`src/rtl/decode_pkg.sv`:
```
`default_nettype none
// ============================================================================
//  Module      : decode_pkg
//  Description : Shared definitions for the integer decode stage: major
//                opcodes, fun7 encodings, op_sel bit positions and the
//                decoded-bundle structure passed from decode_logic to the
//                pipeline register in decode_stage.
//  Revision    : 1.0 - initial pipelined decode stage
// ============================================================================
package decode_pkg;

    // Major opcodes of the integer ALU groups
    localparam logic [6:0] OPC_OP        = 7'b0110011;
    localparam logic [6:0] OPC_OP_IMM    = 7'b0010011;
    localparam logic [6:0] OPC_OP_32     = 7'b0111011;
    localparam logic [6:0] OPC_OP_IMM_32 = 7'b0011011;

    // fun7 encodings
    localparam logic [6:0] FUN7_BASE = 7'b0000000;
    localparam logic [6:0] FUN7_ALT  = 7'b0100000;

    // op_sel one-hot bit positions {and,or,sra,srl,xor,sltu,slt,sll,sub,add}
    localparam int SEL_ADD  = 0;
    localparam int SEL_SUB  = 1;
    localparam int SEL_SLL  = 2;
    localparam int SEL_SLT  = 3;
    localparam int SEL_SLTU = 4;
    localparam int SEL_XOR  = 5;
    localparam int SEL_SRL  = 6;
    localparam int SEL_SRA  = 7;
    localparam int SEL_OR   = 8;
    localparam int SEL_AND  = 9;
    localparam int OP_SEL_W = 10;

    // The bundle always carries a 64-bit immediate; the top truncates to XLEN.
    localparam int IMM_W = 64;

    typedef struct packed {
        logic [4:0]          rs1_addr;
        logic [4:0]          rs2_addr;
        logic [4:0]          rd_addr;
        logic [6:0]          opcode;
        logic [2:0]          fun3;
        logic [6:0]          fun7;
        logic [OP_SEL_W-1:0] op_sel;
        logic                word_op;
        logic                use_imm;
        logic [IMM_W-1:0]    imm;
        logic                rf_we;
        logic                illegal;
    } decoded_t;

    localparam int DECODED_W = $bits(decoded_t);

    // Operation selected by fun3 when fun7 holds the base encoding. Every
    // fun3 value maps to exactly one operation in that case.
    function automatic logic [OP_SEL_W-1:0] base_sel(input logic [2:0] f3);
        logic [OP_SEL_W-1:0] sel;
        sel = '0;
        case (f3)
            3'b000:  sel[SEL_ADD]  = 1'b1;
            3'b001:  sel[SEL_SLL]  = 1'b1;
            3'b010:  sel[SEL_SLT]  = 1'b1;
            3'b011:  sel[SEL_SLTU] = 1'b1;
            3'b100:  sel[SEL_XOR]  = 1'b1;
            3'b101:  sel[SEL_SRL]  = 1'b1;
            3'b110:  sel[SEL_OR]   = 1'b1;
            default: sel[SEL_AND]  = 1'b1;
        endcase
        return sel;
    endfunction

endpackage
`default_nettype wire

```
`src/rtl/decode_logic.sv`:
```
`default_nettype none
// ============================================================================
//  Module      : decode_logic
//  Description : Purely combinational decoder for the OP, OP-IMM, OP-32 and
//                OP-IMM-32 groups. Produces register fields, one-hot ALU
//                select, immediate, W-variant flag and illegal flag.
//  Ports       : instruction - raw 32-bit instruction word (in)
//                bundle      - decoded fields, see decode_pkg::decoded_t (out)
//  Revision    : 1.0 - initial pipelined decode stage
// ============================================================================
module decode_logic
    import decode_pkg::*;
#(
    parameter int XLEN     = 64,
    parameter int ENABLE_W = 1
) (
    input  logic [31:0] instruction,
    output decoded_t    bundle
);

    // W-variant groups only exist on RV64
    localparam bit c_en_w = (XLEN == 64) && (ENABLE_W != 0);

    logic [6:0]          w_opcode;
    logic [2:0]          w_fun3;
    logic [6:0]          w_fun7;
    logic [4:0]          w_rd;
    logic                w_sh_base;   // shift high bits select srl/sll
    logic                w_sh_alt;    // shift high bits select sra
    logic [IMM_W-1:0]    w_shamt;     // XLEN-wide shift amount, zero-extended
    logic [IMM_W-1:0]    w_shamt_w;   // 5-bit shift amount for W shifts
    logic [IMM_W-1:0]    w_imm_i;     // sign-extended I-immediate
    logic [OP_SEL_W-1:0] w_sel;
    logic                w_legal;
    logic                w_word;
    logic                w_use_imm;
    logic [IMM_W-1:0]    w_imm;

    assign w_opcode  = instruction[6:0];
    assign w_fun3    = instruction[14:12];
    assign w_fun7    = instruction[31:25];
    assign w_rd      = instruction[11:7];
    assign w_imm_i   = {{(IMM_W-12){instruction[31]}}, instruction[31:20]};
    assign w_shamt_w = {{(IMM_W-5){1'b0}}, instruction[24:20]};

    // RV64 shifts borrow instr[25] as shamt[5], so only six high bits are
    // checked; RV32 checks all seven.
    generate
        if (XLEN == 64) begin : g_shamt_rv64
            assign w_sh_base = (instruction[31:26] == 6'b000000);
            assign w_sh_alt  = (instruction[31:26] == 6'b010000);
            assign w_shamt   = {{(IMM_W-6){1'b0}}, instruction[25:20]};
        end else begin : g_shamt_rv32
            assign w_sh_base = (w_fun7 == FUN7_BASE);
            assign w_sh_alt  = (w_fun7 == FUN7_ALT);
            assign w_shamt   = {{(IMM_W-5){1'b0}}, instruction[24:20]};
        end
    endgenerate

    always_comb begin
        w_sel     = '0;
        w_legal   = 1'b0;
        w_word    = 1'b0;
        w_use_imm = 1'b0;
        w_imm     = '0;
        case (w_opcode)
            OPC_OP: begin
                if (w_fun7 == FUN7_BASE) begin
                    w_sel   = base_sel(w_fun3);
                    w_legal = 1'b1;
                end else if (w_fun7 == FUN7_ALT) begin
                    if (w_fun3 == 3'b000) begin
                        w_sel[SEL_SUB] = 1'b1;
                        w_legal        = 1'b1;
                    end else if (w_fun3 == 3'b101) begin
                        w_sel[SEL_SRA] = 1'b1;
                        w_legal        = 1'b1;
                    end
                end
            end
            OPC_OP_IMM: begin
                w_use_imm = 1'b1;
                case (w_fun3)
                    3'b001: begin
                        if (w_sh_base) begin
                            w_sel[SEL_SLL] = 1'b1;
                            w_imm          = w_shamt;
                            w_legal        = 1'b1;
                        end
                    end
                    3'b101: begin
                        w_imm = w_shamt;
                        if (w_sh_base) begin
                            w_sel[SEL_SRL] = 1'b1;
                            w_legal        = 1'b1;
                        end else if (w_sh_alt) begin
                            w_sel[SEL_SRA] = 1'b1;
                            w_legal        = 1'b1;
                        end
                    end
                    default: begin
                        w_sel   = base_sel(w_fun3);
                        w_imm   = w_imm_i;
                        w_legal = 1'b1;
                    end
                endcase
            end
            OPC_OP_32: begin
                if (c_en_w) begin
                    w_word = 1'b1;
                    if (w_fun7 == FUN7_BASE) begin
                        case (w_fun3)
                            3'b000:  begin w_sel[SEL_ADD] = 1'b1; w_legal = 1'b1; end
                            3'b001:  begin w_sel[SEL_SLL] = 1'b1; w_legal = 1'b1; end
                            3'b101:  begin w_sel[SEL_SRL] = 1'b1; w_legal = 1'b1; end
                            default: ;
                        endcase
                    end else if (w_fun7 == FUN7_ALT) begin
                        case (w_fun3)
                            3'b000:  begin w_sel[SEL_SUB] = 1'b1; w_legal = 1'b1; end
                            3'b101:  begin w_sel[SEL_SRA] = 1'b1; w_legal = 1'b1; end
                            default: ;
                        endcase
                    end
                end
            end
            OPC_OP_IMM_32: begin
                if (c_en_w) begin
                    w_word    = 1'b1;
                    w_use_imm = 1'b1;
                    case (w_fun3)
                        3'b000: begin
                            w_sel[SEL_ADD] = 1'b1;
                            w_imm          = w_imm_i;
                            w_legal        = 1'b1;
                        end
                        3'b001: begin
                            w_imm = w_shamt_w;
                            if (w_fun7 == FUN7_BASE) begin
                                w_sel[SEL_SLL] = 1'b1;
                                w_legal        = 1'b1;
                            end
                        end
                        3'b101: begin
                            w_imm = w_shamt_w;
                            if (w_fun7 == FUN7_BASE) begin
                                w_sel[SEL_SRL] = 1'b1;
                                w_legal        = 1'b1;
                            end else if (w_fun7 == FUN7_ALT) begin
                                w_sel[SEL_SRA] = 1'b1;
                                w_legal        = 1'b1;
                            end
                        end
                        default: ;
                    endcase
                end
            end
            default: ;
        endcase
    end

    // Control fields are forced to zero on anything not recognised. A
    // destination of x0 makes the word an architectural no-op: it never
    // writes and is never flagged illegal.
    always_comb begin
        bundle          = '0;
        bundle.rs1_addr = instruction[19:15];
        bundle.rs2_addr = instruction[24:20];
        bundle.rd_addr  = w_rd;
        bundle.opcode   = w_opcode;
        bundle.fun3     = w_fun3;
        bundle.fun7     = w_fun7;
        bundle.op_sel   = w_legal ? w_sel : '0;
        bundle.word_op  = w_legal & w_word;
        bundle.use_imm  = w_legal & w_use_imm;
        bundle.imm      = w_legal ? w_imm : '0;
        bundle.rf_we    = w_legal & (w_rd != 5'd0);
        bundle.illegal  = !w_legal & (w_rd != 5'd0);
    end

endmodule
`default_nettype wire

```
`src/rtl/decode_stage.sv`:
```
`default_nettype none
// ============================================================================
//  Module      : decode_stage
//  Description : Pipelined integer decode stage. Wraps decode_logic with an
//                output register and a one-entry skid register (two entries
//                total) behind a valid/ready handshake, plus flush.
//  Ports       : clk, rst_n (sync, active low), flush
//                in_valid / in_ready / instruction      - fetch side
//                out_valid / out_ready                  - consumer side
//                rs1_addr, rs2_addr, rd_addr, opcode, fun3, fun7,
//                op_sel, word_op, use_imm, imm, rf_we, illegal - decoded bundle
//  Revision    : 1.0 - initial pipelined decode stage
// ============================================================================
module decode_stage
    import decode_pkg::*;
#(
    parameter int XLEN     = 64,
    parameter int ENABLE_W = 1
) (
    input  logic                clk,
    input  logic                rst_n,
    input  logic                flush,
    input  logic                in_valid,
    output logic                in_ready,
    input  logic [31:0]         instruction,
    output logic                out_valid,
    input  logic                out_ready,
    output logic [4:0]          rs1_addr,
    output logic [4:0]          rs2_addr,
    output logic [4:0]          rd_addr,
    output logic [6:0]          opcode,
    output logic [2:0]          fun3,
    output logic [6:0]          fun7,
    output logic [OP_SEL_W-1:0] op_sel,
    output logic                word_op,
    output logic                use_imm,
    output logic [XLEN-1:0]     imm,
    output logic                rf_we,
    output logic                illegal
);

    decoded_t w_dec;
    decoded_t r_out;
    decoded_t r_skid;
    logic     r_out_valid;
    logic     r_skid_valid;
    logic     w_in_xfer;
    logic     w_out_free;

    decode_logic #(
        .XLEN     (XLEN),
        .ENABLE_W (ENABLE_W)
    ) u_decode_logic (
        .instruction (instruction),
        .bundle      (w_dec)
    );

    // Ready depends only on skid occupancy, so out_ready never reaches
    // in_ready combinationally.
    assign in_ready   = !r_skid_valid;
    assign w_in_xfer  = in_valid & !r_skid_valid;
    // Output register can take new data this edge: empty or being consumed
    assign w_out_free = !r_out_valid | out_ready;

    always_ff @(posedge clk) begin
        if (!rst_n) begin
            r_out        <= '0;
            r_out_valid  <= 1'b0;
            r_skid       <= '0;
            r_skid_valid <= 1'b0;
        end else if (flush) begin
            r_out_valid  <= 1'b0;
            r_skid_valid <= 1'b0;
        end else if (w_out_free) begin
            // The skid entry is older than anything on the input, and while
            // it is occupied in_ready is low, so no input can arrive here.
            if (r_skid_valid) begin
                r_out        <= r_skid;
                r_out_valid  <= 1'b1;
                r_skid_valid <= 1'b0;
            end else if (w_in_xfer) begin
                r_out       <= w_dec;
                r_out_valid <= 1'b1;
            end else begin
                r_out_valid <= 1'b0;
            end
        end else if (w_in_xfer) begin
            // Output held: park the incoming instruction in the skid entry
            r_skid       <= w_dec;
            r_skid_valid <= 1'b1;
        end
    end

    assign out_valid = r_out_valid;
    assign rs1_addr  = r_out.rs1_addr;
    assign rs2_addr  = r_out.rs2_addr;
    assign rd_addr   = r_out.rd_addr;
    assign opcode    = r_out.opcode;
    assign fun3      = r_out.fun3;
    assign fun7      = r_out.fun7;
    assign op_sel    = r_out.op_sel;
    assign word_op   = r_out.word_op;
    assign use_imm   = r_out.use_imm;
    assign imm       = r_out.imm[XLEN-1:0];
    assign rf_we     = r_out.rf_we;
    assign illegal   = r_out.illegal;

endmodule
`default_nettype wire

```
`config.mk`:
```
export PLATFORM = sky130hd
export DESIGN_NAME = decode_stage
export DESIGN_NICKNAME = d
export VERILOG_FILES = /design/src/rtl/decode_pkg.sv /design/src/rtl/decode_logic.sv /design/src/rtl/decode_stage.sv
export SDC_FILE = /design/constraint.sdc
export NUM_CORES = 1
export LEC_CHECK = 0
export ABC_CLOCK_PERIOD_IN_PS = 5800
export BUFFER_PORTS_ARGS = -buffer_cell sky130_fd_sc_hd__buf_2
export CAP_MARGIN = 20
export CORE_ASPECT_RATIO = 1.2
export CORE_MARGIN = 2
export CORE_UTILIZATION = 40
export CTS_BUF_LIST = sky130_fd_sc_hd__clkbuf_4 sky130_fd_sc_hd__clkbuf_8
export DETAILED_ROUTE_END_ITERATION = 10
export GPL_ROUTABILITY_DRIVEN = 0
export GPL_TIMING_DRIVEN = 0
export PLACE_DENSITY = 0.66
export SLEW_MARGIN = 5
export SYNTH_ARGS = -nofsm -noshare
export SYNTH_HDL_FRONTEND = slang
export SYNTH_HIERARCHICAL = 1
export SYNTH_SLANG_ARGS = --single-unit
```
`constraint.sdc`:
```
create_clock -name clk -period 5.8 [get_ports clk]
set_clock_uncertainty 0.05 [all_clocks]
set_input_delay 1.16 -clock clk [delete_from_list [all_inputs] [get_ports clk]]
set_output_delay 1.16 -clock clk [all_outputs]
set_load 0.01 [all_outputs]
```
==> summary.md <==
| Metric | Value |
|---|---|
| Status | completed |
| GRT Total Usage | 19.0% |
| Post-synthesis cell area | 0.0110 mm2 |
| Post-CTS Resized | 0 |
| Worst setup SP type | primary input |
| Post-route ant nets | 0 |
| Syn Nets | 1193 |
| # rows | 66 |
| Total number of vias | 8736 |
| Post-CTS setup buffer count | 0 |
| Gate Count Post-Synth | 1156 |
| Root Driver | clkbuf_8 |
| Sum Neg Setup Slack | 0 ps |
| Syn Area/Cell | 9.54 um2 |
| Clk Latency, worst-skew pair | 530 ps |
| Count of buffers from port buffering | 141 |
| Ys flop type | dfxtp_1 |
| WP data arrival | 3580 ps |
| Fill count | 2609 |
| Minimum clock period | 3170 ps |
| First-pass GRT wire length | 44600 um |
| Clk pin slew, worst setup/hold paths | 50 ps |
| CTS Hold Bufs | 0 |
| Setup violators final | 0 |
| Number of synthesized flops with an enable pin | 0 |
| CTS tree | yes |
| Fmax | 0.315 GHz |
| Final nets | 1378 |
| Final Max Slew Viols | 0 |
| Pin count of the biggest net entering global routing | 38 |
| Period utilisation layout | 54.6% |
| Starting Density | 40.7% |
| H-tree levels | 2 |
| Slew Limit Headroom | 35.5% |
| Worst Hold Slack | 403 ps |
| Die X | 156 um |
| CP max-delay cell | or3_2 |
| CP startpoint | instruction[6] |
| Area Overhead vs Synth | 18.4% |
| Io pins | 149 |
| Synth warnings | 6 |
| Synth cell types | 48 |
| Sink Count | 222 |
| Max Cap Violations | 0 |
| Critical Path Max Stage Delay | 490 ps |
| Die area | 0.0289 mm2 |
| CP endpoint kind | register |
| RSZ-0062 raised after global routing | false |
| GRT Residual Overflow | 0 |
| Vias in the first global route | 8683 |
| Total CTS buffers | 41 |
| DR iter-0 viols | 388 |
| Hold Vio Cnt, Final | 0 |
| Drt drc | 0 |
| Initial antenna violation count | 1 |
| Seq/Total Area, Yosys | 40.3% |
| Max VDD drop | 0.127 mV |
| Fin worst setup slack | 2630 ps |
| FF+latch count, synth | 222 |
| CP bufs+invs | 4 |
| Die height | 186 um |
| Dpl ws | 2110 ps |
| Async SR Flop Fraction | 0% |
| Total leakage power | 6.07 nW |
| CP required | 6210 ps |
| Routed Wire Length | 27900 um |
| Pwr Density | 268 mW/mm2 |
| Core Box Area | 0.0271 mm2 |
| Hpwl dp | 19500 um |
| Pre-antenna DRT Iters | 5 |
| Ant diodes | 0 |
| Critical path, cell by cell | buf_2, nand2b_1, or3_2, buf_6, nor3_1, and2_2, buf_12, buf_4, mux2i_1, nand3_1, o211a_1 |
| Share of layout cells above drive strength 1 | 26.5% |
| Crit Path Max Fanout | 37 |
| Clock buffer depth | 3 |
| CP Class | primary input to register |
| Class of the worst hold path | register to register |
| DR vias/cell | 5.10 |
| Tightest Pin Transition | 967 ps |
| Routed wire per std cell | 16.3 um |
| Reg-to-reg startpoint | r_skid_valid$_SDFFE_PP0P_ |
| Delay-heaviest family, CP | simple AND/OR/NAND/NOR gates |
| Hold_sp | r_skid[53]$_SDFFE_PN0P_ |
-- where the power goes --
group	internal, W	switching, W	total [W]
clock	0.000913	0.000641	0.00155
combinational	0.000140	0.000193	0.000333
sequential	0.00158	0.0000283	0.00161
total	0.00263	0.000862	0.00349
-- flip-flops by register name, indices dropped and copies added, names as in the netlist --
register / cells
fun3: 3
fun7: 7
illegal: 1
imm: 64
op_sel: 10
opcode: 7
out_valid: 1
r_skid: 110
r_skid_valid: 1
rd_addr: 5
rf_we: 1
rs1_addr: 5
rs2_addr: 5
use_imm: 1
word_op: 1
-- synth_stat cells, types with 2 or more instances --
library cell  number  area, um2
nand2b_1           4       25.0
buf_1             10       37.5
dfxtp_1          222       4440
inv_1              4       15.0
buf_12            10        200
buf_2             17       85.1
and2_1             6       37.5
nor2_1             9       33.8
o21ai_0            2       10.0
a211oi_1           2       15.0
or3_1              2       12.5
and4_1             2       17.5
and3_1             4       25.0
nand2_1          227        852
nor3_1             7       35.0
buf_4             91        683
a21oi_1            4       20.0
o211a_1          110       1100
buf_6             14        158
nand3_1          110        551
mux2i_1          220       2200
or4_4              2       22.5
nor4_1             7       43.8
clkbuf_1          46        173
-- kinds of logic (layout without fill, tap and decap cells) --
kind of cell,Yosys count,in the layout,synth area share (%)
mux,220,220,20.0
compound gates,129,129,11.3
simple gates,391,391,16.0
flops,222,222,40.3
buf+inv,194,410,12.4
-- layout make-up --
type                    count  area (um2)  share of cell area, %
plain buffers             189        1350                   10.4
clock buffers              69         843                   6.46
repair buffers            142         726                   5.56
clock inverters             5        30.0                  0.230
inverters                   5        18.8                  0.144
multi-input cells         740        5220                   40.0
flip-flops and latches    222        4440                   34.0
well taps                 340         425                   3.26
-- cells in the final DEF (no fill, tap or decap), drive strengths merged --
cell / count
nor4: 7
a21o: 1
o211ai: 1
clkbuf: 115
a211o: 1
inv: 5
and4b: 1
nand4: 1
nor2b: 1
nor4b: 1
nand2: 227
or3: 3
o21ai: 3
nor3: 8
clkinv: 3
and2: 7
a31oi: 1
clkinvlp: 2
o211a: 110
and3: 5
nand2b: 5
dfxtp: 222
or4: 3
a211oi: 3
a311oi: 1
mux2i: 220
nor2: 9
and4: 2
buf: 285
o22ai: 1
o21ba: 1
or3b: 1
a21oi: 4
nand3: 110
a311o: 1
o21a: 1
-- metal layers --
metal  up-vias  track usage (%)  share of wire [%]
met5         -                0              0.018
met4         2             6.09                2.4
met3        51             3.66                4.9
met2       192             33.2                 49
met1      4142             23.5                 44
li1       4349                -                  -
-- stage by stage --
step	utilization, %	instances	total power [W]	cell area [um2]
detailed placement	45.0	1638	0.00197	12200
finish	48.2	1712	0.00349	13100
global route	48.2	1712	0.00365	13100
CTS	48.2	1712	0.00354	13100
global placement	44.9	1637	0.00197	12200
floorplan	-	1156	0.00185	11000
-- worst min-delay path, cell delays in order (launching register included) --
cell and delay (ps):
dfxtp_1 310, nand2_1 50, mux2i_1 50
-- worst paths after layout --
| path | depth (start not counted) | slack, ps | end |
|---|---|---|---|
| hold / removal | 2 | 400 | r_skid[53]$_SDFFE_PN0P_ |
| setup / recovery | 11 | 2630 | imm[45]$_SDFFE_PN0P_ |
| setup reg to reg | 6 | 3910 | rs1_addr[3]$_SDFFE_PN0P_ |
| hold reg to reg | 2 | 400 | r_skid[53]$_SDFFE_PN0P_ |
(Power assumes the default switching activity.)
